==> config.mk <==
export PLATFORM = sky130hd
export DESIGN_NAME = cacheline_adaptor
export DESIGN_NICKNAME = d
export VERILOG_FILES = /design/src/rtl/cache_pkg.sv /design/src/rtl/cacheline_adaptor.sv
export SDC_FILE = /design/constraint.sdc
export NUM_CORES = 1
export LEC_CHECK = 0
export CORE_AREA = 2 2 278 280
export DETAILED_ROUTE_END_ITERATION = 8
export DIE_AREA = 0 0 280 282
export PLACE_DENSITY = 0.69
export REMOVE_ABC_BUFFERS = 1
export SKIP_LAST_GASP = 1
export SYNTH_ARGS = -nofsm -noshare
export SYNTH_HDL_FRONTEND = slang
export SYNTH_SLANG_ARGS = --single-unit
export TNS_END_PERCENT = 20
==> constraint.sdc <==
create_clock -name clk -period 3 [get_ports clk]
set_input_delay 0.6 -clock clk [delete_from_list [all_inputs] [get_ports clk]]
set_output_delay 0.6 -clock clk [all_outputs]
set_load 0.01 [all_outputs]
==> src/rtl/cache_pkg.sv <==
// Shared widths and state encoding for the cache line / burst memory adaptor.
// Imported by cacheline_adaptor.
package cache_pkg;

    localparam int LINE_W   = 256;
    localparam int BEAT_W   = 64;
    localparam int ADDR_W   = 32;
    localparam int BEATS    = 4;
    localparam int OFFSET_W = 5;
    localparam int CNT_W    = $clog2(BEATS);

    typedef enum logic [1:0] {
        IDLE,
        RD_BURST,
        WR_BURST,
        DONE
    } adaptor_state_t;

endpackage

==> src/rtl/cacheline_adaptor.sv <==
// Bridges a 256-bit cache line port to a 64-bit, 4-beat burst memory port.
// Ports: clk, rst_n; cache side line_i/address_i/read_i/write_i/line_o/resp_o;
// memory side burst_i/burst_o/address_o/read_o/write_o/resp_i.
module cacheline_adaptor
    import cache_pkg::*;
(
    input  logic              clk,
    input  logic              rst_n,
    input  logic [LINE_W-1:0] line_i,
    input  logic [ADDR_W-1:0] address_i,
    input  logic              read_i,
    input  logic              write_i,
    output logic [LINE_W-1:0] line_o,
    output logic              resp_o,
    input  logic [BEAT_W-1:0] burst_i,
    output logic [BEAT_W-1:0] burst_o,
    output logic [ADDR_W-1:0] address_o,
    output logic              read_o,
    output logic              write_o,
    input  logic              resp_i
);

    adaptor_state_t    r_state;
    adaptor_state_t    w_next;
    logic [CNT_W-1:0]  r_cnt;
    logic [LINE_W-1:0] r_wline;
    logic [LINE_W-1:0] r_rline;
    logic [ADDR_W-1:0] r_addr;
    logic              r_read;
    logic              r_write;
    logic              r_resp;
    logic              w_burst;
    logic              w_beat;
    logic              w_last;
    logic              w_start;

    assign w_burst = (r_state == RD_BURST) || (r_state == WR_BURST);
    assign w_beat  = w_burst && resp_i;
    assign w_last  = w_beat && (r_cnt == CNT_W'(BEATS - 1));
    assign w_start = (r_state == IDLE) && (read_i || write_i);

    always_comb begin
        w_next = r_state;
        unique case (r_state)
            IDLE: begin
                // write has priority if the cache raises both
                if (write_i)
                    w_next = WR_BURST;
                else if (read_i)
                    w_next = RD_BURST;
            end
            RD_BURST, WR_BURST: begin
                if (w_last)
                    w_next = DONE;
            end
            DONE:    w_next = IDLE;
            default: w_next = IDLE;
        endcase
    end

    // Strobes are registered off the next state so they line up with r_state.
    always_ff @(posedge clk or negedge rst_n) begin
        if (!rst_n) begin
            r_state <= IDLE;
            r_read  <= 1'b0;
            r_write <= 1'b0;
            r_resp  <= 1'b0;
        end else begin
            r_state <= w_next;
            r_read  <= (w_next == RD_BURST);
            r_write <= (w_next == WR_BURST);
            r_resp  <= (w_next == DONE);
        end
    end

    always_ff @(posedge clk or negedge rst_n) begin
        if (!rst_n) begin
            r_cnt   <= '0;
            r_addr  <= '0;
            r_wline <= '0;
            r_rline <= '0;
        end else if (w_start) begin
            r_addr <= address_i;
            r_cnt  <= '0;
            if (write_i)
                r_wline <= line_i;
        end else if (w_beat) begin
            r_cnt <= r_cnt + 1'b1;
            if (r_state == RD_BURST)
                r_rline[BEAT_W*r_cnt +: BEAT_W] <= burst_i;
        end
    end

    assign line_o    = r_rline;
    assign burst_o   = r_wline[BEAT_W*r_cnt +: BEAT_W];
    assign address_o = {r_addr[ADDR_W-1:OFFSET_W], OFFSET_W'(0)};
    assign read_o    = r_read;
    assign write_o   = r_write;
    assign resp_o    = r_resp;

endmodule

==> results.md <==
* Status: finished, violations left
* Violated checks: negative setup slack
* Mapped Area at 0.02406 mm2
* Crit end category: output port
* Critical-path top delay cell: clkdlybuf4s50_1
* Maximum VDD drop at 553.0 uV
* Root Buffer: clkbuf_16
* Count leader, synth: dfrtp_1
* Fin area at 0.03456 mm2
* Final period util at 1.013
* Final setup fails at 19
* Router iterations before antenna repair at 5
* Ys async rst share at 1.000
* Setup ws final at -0.04027 ns
* Mux contribution to synthesized area at 0.2989
* Slew Limit Fails at 0
* Avg Inst Size Synth at 13.27 um2
* CP Max Fanout at 13
* Post-synthesis compound-gate area fraction at 0.002340
* Maxcap violations at 0
* Post-DP HPWL at 52150 um
* Flops & latches, synth at 546
* Delay of the slowest critical-path stage at 0.53 ns
* H-tree levels at 2
* Bufs on Longest Clock Path at 3
* Top cell type's share of synthesized area at 0.5679
* Layout cells sized above 1 at 0.2103
* CTS tree: yes
* Critical Path Start Type: flip-flop
* Critical-path cell list: buf_4 -> buf_12 -> mux4_2 -> clkdlybuf4s50_1
* Via count at 16390
* RSZ-0062 raised after global routing: true
* GRT overflow at 0
* DRT antenna net count at 0
* Final Skew at 0.01716 ns
* Starting Density at 0.3179
* Remaining routing DRC violations at 0
* Syn. warnings at 0
* Top FF cell, synth: dfrtp_1
* Initial antenna violation count at 5
* DP Area at 0.03232 mm2
* Xor/xnor share of the synthesized area at 0.0003640
* Drt wl/cell at 20.67 um
* Largest family of logic cells by synthesized area: multiplexers
* Drt initial violations at 597
* Number of global-route vias before repair at 18150
* Crit path kind: reg2out
* Synthesized instance count at 1813
* Boundary pin count at 712
* Largest net degree at the start of global routing at 81
* Crit path DAT at 2.44 ns
* Die X at 280 um
* Placeable Area at 0.07570 mm2
* Top cells by area, synth: dfrtp_1, mux2_2, mux2i_1
* Final hold viol count at 0
* Row count at 101
* Yosys cell types at 29
* Area Growth Syn to Fin at 43.63%
* Clk slew on worst S/H paths at 0.07 ns
* Gp weighted congestion at 0.8280
* Total power at 0.03376 W
* Num CTS Buffers at 58
* Post-synthesis sequential area ratio at 0.5679
* Gr usage total at 0.1804
* Post-synth top cells: dfrtp_1, mux2_2, nand2_1, inv_1, mux2i_1
* Adder-cell share of the synthesized area at 0.003640
* Layout Nets at 2922
* Port Buffers at 701
* Die area at 0.07896 mm2
* EDFF count, synth at 0
* Detailed Route WL at 74090 um
* PwrDens at 976.9 mW/mm2
* Critical Path RT at 2.40 ns
* Via density at 4.570
* FF-to-FF setup slack at 0.40 ns
* Worst rel slew slack at 0.5030
* Dpl ws at 0.3382 ns
* Fin crit period at 3.040 ns
* Simple-Gate Fraction of Synth Area at 0.04571
* Final core occ at 0.4566
* Die height at 282 um
* Largest area contributor in the netlist: dfrtp_1
* Lkg Pwr at 14.83 nW
* Worst skew pair latency at 0.62 ns
* Sink Count at 546
* First-pass GRT wire length at 109600 um
* Slew @ Worst Pin at 0.7455 ns
* Fmax achieved at 328.9 MHz
* Post-Route Setup TNS at -0.2025 ns
* Hold/Removal Path Class: reg2reg
[kinds of logic after synthesis]
logic type / after synthesis
xor gates and xnor gates: 1
AOI/OAI and AO/OA: 8
other: 1
adders and majority gates: 7
muxes: 603
DFF: 546
buffers and inverters: 368
and+or+nand+nor: 279
[flip-flops by register name, summed over array words and instances (netlist names)]
register,flops
r_state,2
r_cnt,2
r_wline,256
read_o,1
write_o,1
resp_o,1
line_o,256
r_addr,27
[critical path: cells and delay by family, from the launching register on]
| family | cells | cell delay [ns] |
|---|---|---|
| flip-flops | 1 | 0.47 |
| multiplexers | 1 | 0.52 |
| buffers and inverters | 3 | 0.83 |
[per-stage QoR]
step,cells,hold WS [ns]
floorplan,1710,0.3044
global placement,3464,0.4808
detailed placement,3464,0.4870
CTS,3577,0.5019
global route,3584,0.5163
finish,3585,0.5011
[cell usage in the layout (no fill, tap or decap), drive strengths merged, types with 11 or more instances in the layout]
cell type,count
mux2,283
inv,261
dfrtp,546
clkdlybuf4s50,684
mux2i,256
buf,84
nand2,264
mux4,64
dlymetal6s2s,11
clkbuf,84
clkinv,17
[layer usage]
| metal | GRT usage | vias to the layer above | wire length [um] |
|---|---|---|---|
| met2 | 0.3183 | 597 | 37330 |
| met5 | 0 | - | 22 |
| met3 | 0.06803 | 115 | 6941 |
| li1 | - | 7434 | - |
| met4 | 0.04772 | 4 | 1651 |
| met1 | 0.2043 | 8235 | 28150 |
[report_power, final]
part,internal (W),switching (W)
Clock,0.00461,0.00305
Combinational,0.00800,0.00594
Sequential,0.0105,0.00169
[repair_timing]
| item | 4_1_cts | 5_1_grt |
|---|---|---|
| setup endpoints to repair | 63 | 59 |
| gates resized for setup | 5 | 12 |
| pin swaps | 0 | 0 |
| gates cloned | 0 | 3 |
| endpoints found under the hold margin | 5 | 0 |
| buffers inserted | 4 | 4 |
| hold buffers | 1 | 0 |
[area by class of cell]
| cell class | count | area [um2] |
|---|---|---|
| repair buffers | 788 | 8122 |
| diodes | 1 | 2.502 |
| well taps | 978 | 1224 |
| flip-flops and latches | 546 | 13670 |
| clock inverters | 27 | 321.6 |
| fillers | 6636 | 41140 |
| multi-input cells | 903 | 8511 |
| clock buffers | 81 | 1732 |
| inverters | 261 | 979.7 |
[worst paths after layout]
| kind | cells after the start | from | to |
|---|---|---|---|
| worst max-delay path | 4 | r_cnt[0]$_DFFE_PN0P_ | burst_o[29] |
| worst min-delay path | 1 | r_wline[200]$_DFFE_PN0P_ | r_wline[200]$_DFFE_PN0P_ |
| worst max register to register | 9 | r_cnt[0]$_DFFE_PN0P_ | line_o[30]$_DFFE_PN0P_ |
| worst min register to register | 1 | r_wline[200]$_DFFE_PN0P_ | r_wline[200]$_DFFE_PN0P_ |
| max in group asynchronous | 3 | rst_n | r_wline[52]$_DFFE_PN0P_ |
| min in group asynchronous | 2 | rst_n | line_o[252]$_DFFE_PN0P_ |
Note: power is estimated with default switching activity, not from simulation.
==> RTL edit, RTL diff (same settings) <==
Change the package constant `BEATS` from 4 to 2.
--- a/src/rtl/cache_pkg.sv
+++ b/src/rtl/cache_pkg.sv
@@ -6,5 +6,5 @@
     localparam int BEAT_W   = 64;
     localparam int ADDR_W   = 32;
-    localparam int BEATS    = 4;
+    localparam int BEATS    = 2;
     localparam int OFFSET_W = 5;
     localparam int CNT_W    = $clog2(BEATS);
Check against the original RTL: not settled (the Yosys comparison gave no result); the edit may change what the design does.
==> RTL edit against the unedited design <==
  * Sequential cell count shrank 257
  * Total power shrank 46%
  * Sequential power shrank 47%
  * Routed wire length shrank 50%
  * Setup slack gained 0.22 ns
  * Critical path depth shrank 1
  * Synthesized area shrank 48%
  * Core utilization shrank 21 points
  * Non-clock buffer count shrank 308
  * Final area shrank 45%
  * Critical path type unchanged
  * Critical endpoint is now burst_o[40]
==> RTL edit: results (changes against the unedited design) <==
status: finished, final reports clean (was complete, but fails checks)
first-pass GRT wire length: 53,800 microns (was 110,000 microns)
drt first pass iters: 4 (was 5)
wire per inst: 16.0 microns (was 20.7 microns)
vias in the first global route: 8,690 (was 18.2k)
Final Wtd Congestion: 0.741 (was 0.828)
Max IR drop VDD: 0.000569 V (was 0.000553 V)
drt total wl: 37,000 microns (was 74,100 microns)
Slew headroom: 63.8% (was 50.3%)
FF-to-FF path depth: 7 (was 9)
GR Util All Layers: 8.98% (was 18.0%)
CP Max Fanout: 21 (was 13)
Yosys cell types: 24 (was 29)
placed wire-length estimate: 28,100 microns (was 52,200 microns)
Leak: 8.07 nW (was 14.8 nW)
initial antenna violation count: 0 (was 5)
Reg-to-Reg Start: r_state[0] (was r_cnt[0])
sequential fraction of the synthesis area: 57.5% (was 56.8%)
clock skew: 0.0104 ns (was 0.0172 ns)
TritonCTS buffer count: 35 (was 58)
largest cells by area after synthesis: dfrtp_1 58%, mux2_2 31%, buf_4 8.0% (was dfrtp_1 57%, mux2_2 13%, mux2i_1 11%)
Hold WC Path Type: in -> async (was reg -> reg)
P_sw: 5.42 mW (was 10.7 mW)
placed insts: 2,249 (was 3,464)
clock latency on the worst-skew pair: 0.52 ns (was 0.62 ns)
number of diodes: 0 (was 1)
Layout Nets: 1,670 (was 2,922)
Synth Instances: 833 (was 1,813)
crit path launch: r_cnt (was r_cnt[0])
via count: 8,001 (was 16.4k)
DP Worst Slack: 0.290 ns (was 0.338 ns)
port bufs: 445 (was 701)
Crit path arrival time: 2.22 ns (was 2.44 ns)
## RTL edit: final timing paths
check	end	slack, ns
max reg2reg	line_o[53]	0.79
max in group asynchronous	r_wline[20]	2.09
min in group clk	line_o[105]	0.49
min	r_wline[2]	0.03
max	burst_o[40]	0.18
min reg2reg	line_o[105]	0.49
## RTL edit: logic make-up after synthesis
kind of cell | count (synthesis) | share of synthesized area, %
xor gates and xnor gates | 1 | 0.0697
AOI/OAI and AO/OA | 7 | 0.348
adders and majority gates | 2 | 0.199
buffers and inverters | 174 | 10.1
other | 1 | 0.0298
and+or+nand+nor | 12 | 0.627
muxes | 347 | 31.1
DFF | 289 | 57.5
## RTL edit: worst max-delay path, cell delays in order (launching register included)
cell and delay (ns):
dfrtp_4 0.58, buf_12 0.22, mux2_2 0.35, clkdlybuf4s50_1 0.52
## RTL edit: metrics by stage
step | utilization, % | area (sq um)
floorplan | - | 11800
global placement | 23.6 | 17900
detailed placement | 23.6 | 17900
CTS | 25.1 | 19000
global route | 25.1 | 19000
finish | 25.1 | 19000
## RTL edit: cell type report
| class | instances | area (sq um) |
|---|---|---|
| fillers | 7775 | 56700 |
| clock buffers | 54 | 1040 |
| multi-input cells | 502 | 4580 |
| inverters | 3 | 11.3 |
| well taps | 978 | 1220 |
| repair buffers | 480 | 4860 |
| flip-flops and latches | 289 | 7240 |
| clock inverters | 6 | 87.6 |
## RTL edit: power by group through the flow
stage	combinational [mW]	sequential [mW]	clock [mW]
after CTS	7.68	6.48	4.38
after detailed placement	7.59	6.54	0
final	7.55	6.46	4.18
after global routing	8.05	6.68	4.55
after floorplan	3.28	6.69	0
after global placement	7.47	6.41	0
## RTL edit: what timing repair did
action,in CTS,in global routing
hold buffers,0,0
setup buffers,3,0
setup endpoints to repair,16,0
## RTL edit: layer usage
layer | track usage (%) | routed length (microns) | up-vias | part of all wire, %
met5 | 0 | 0 | - | 0
met4 | 3.63 | 1040 | 0 | 2.8
met3 | 2.86 | 2830 | 53 | 7.6
met2 | 15.1 | 18500 | 340 | 50
met1 | 10.5 | 14700 | 4042 | 40
li1 | - | - | 3566 | -
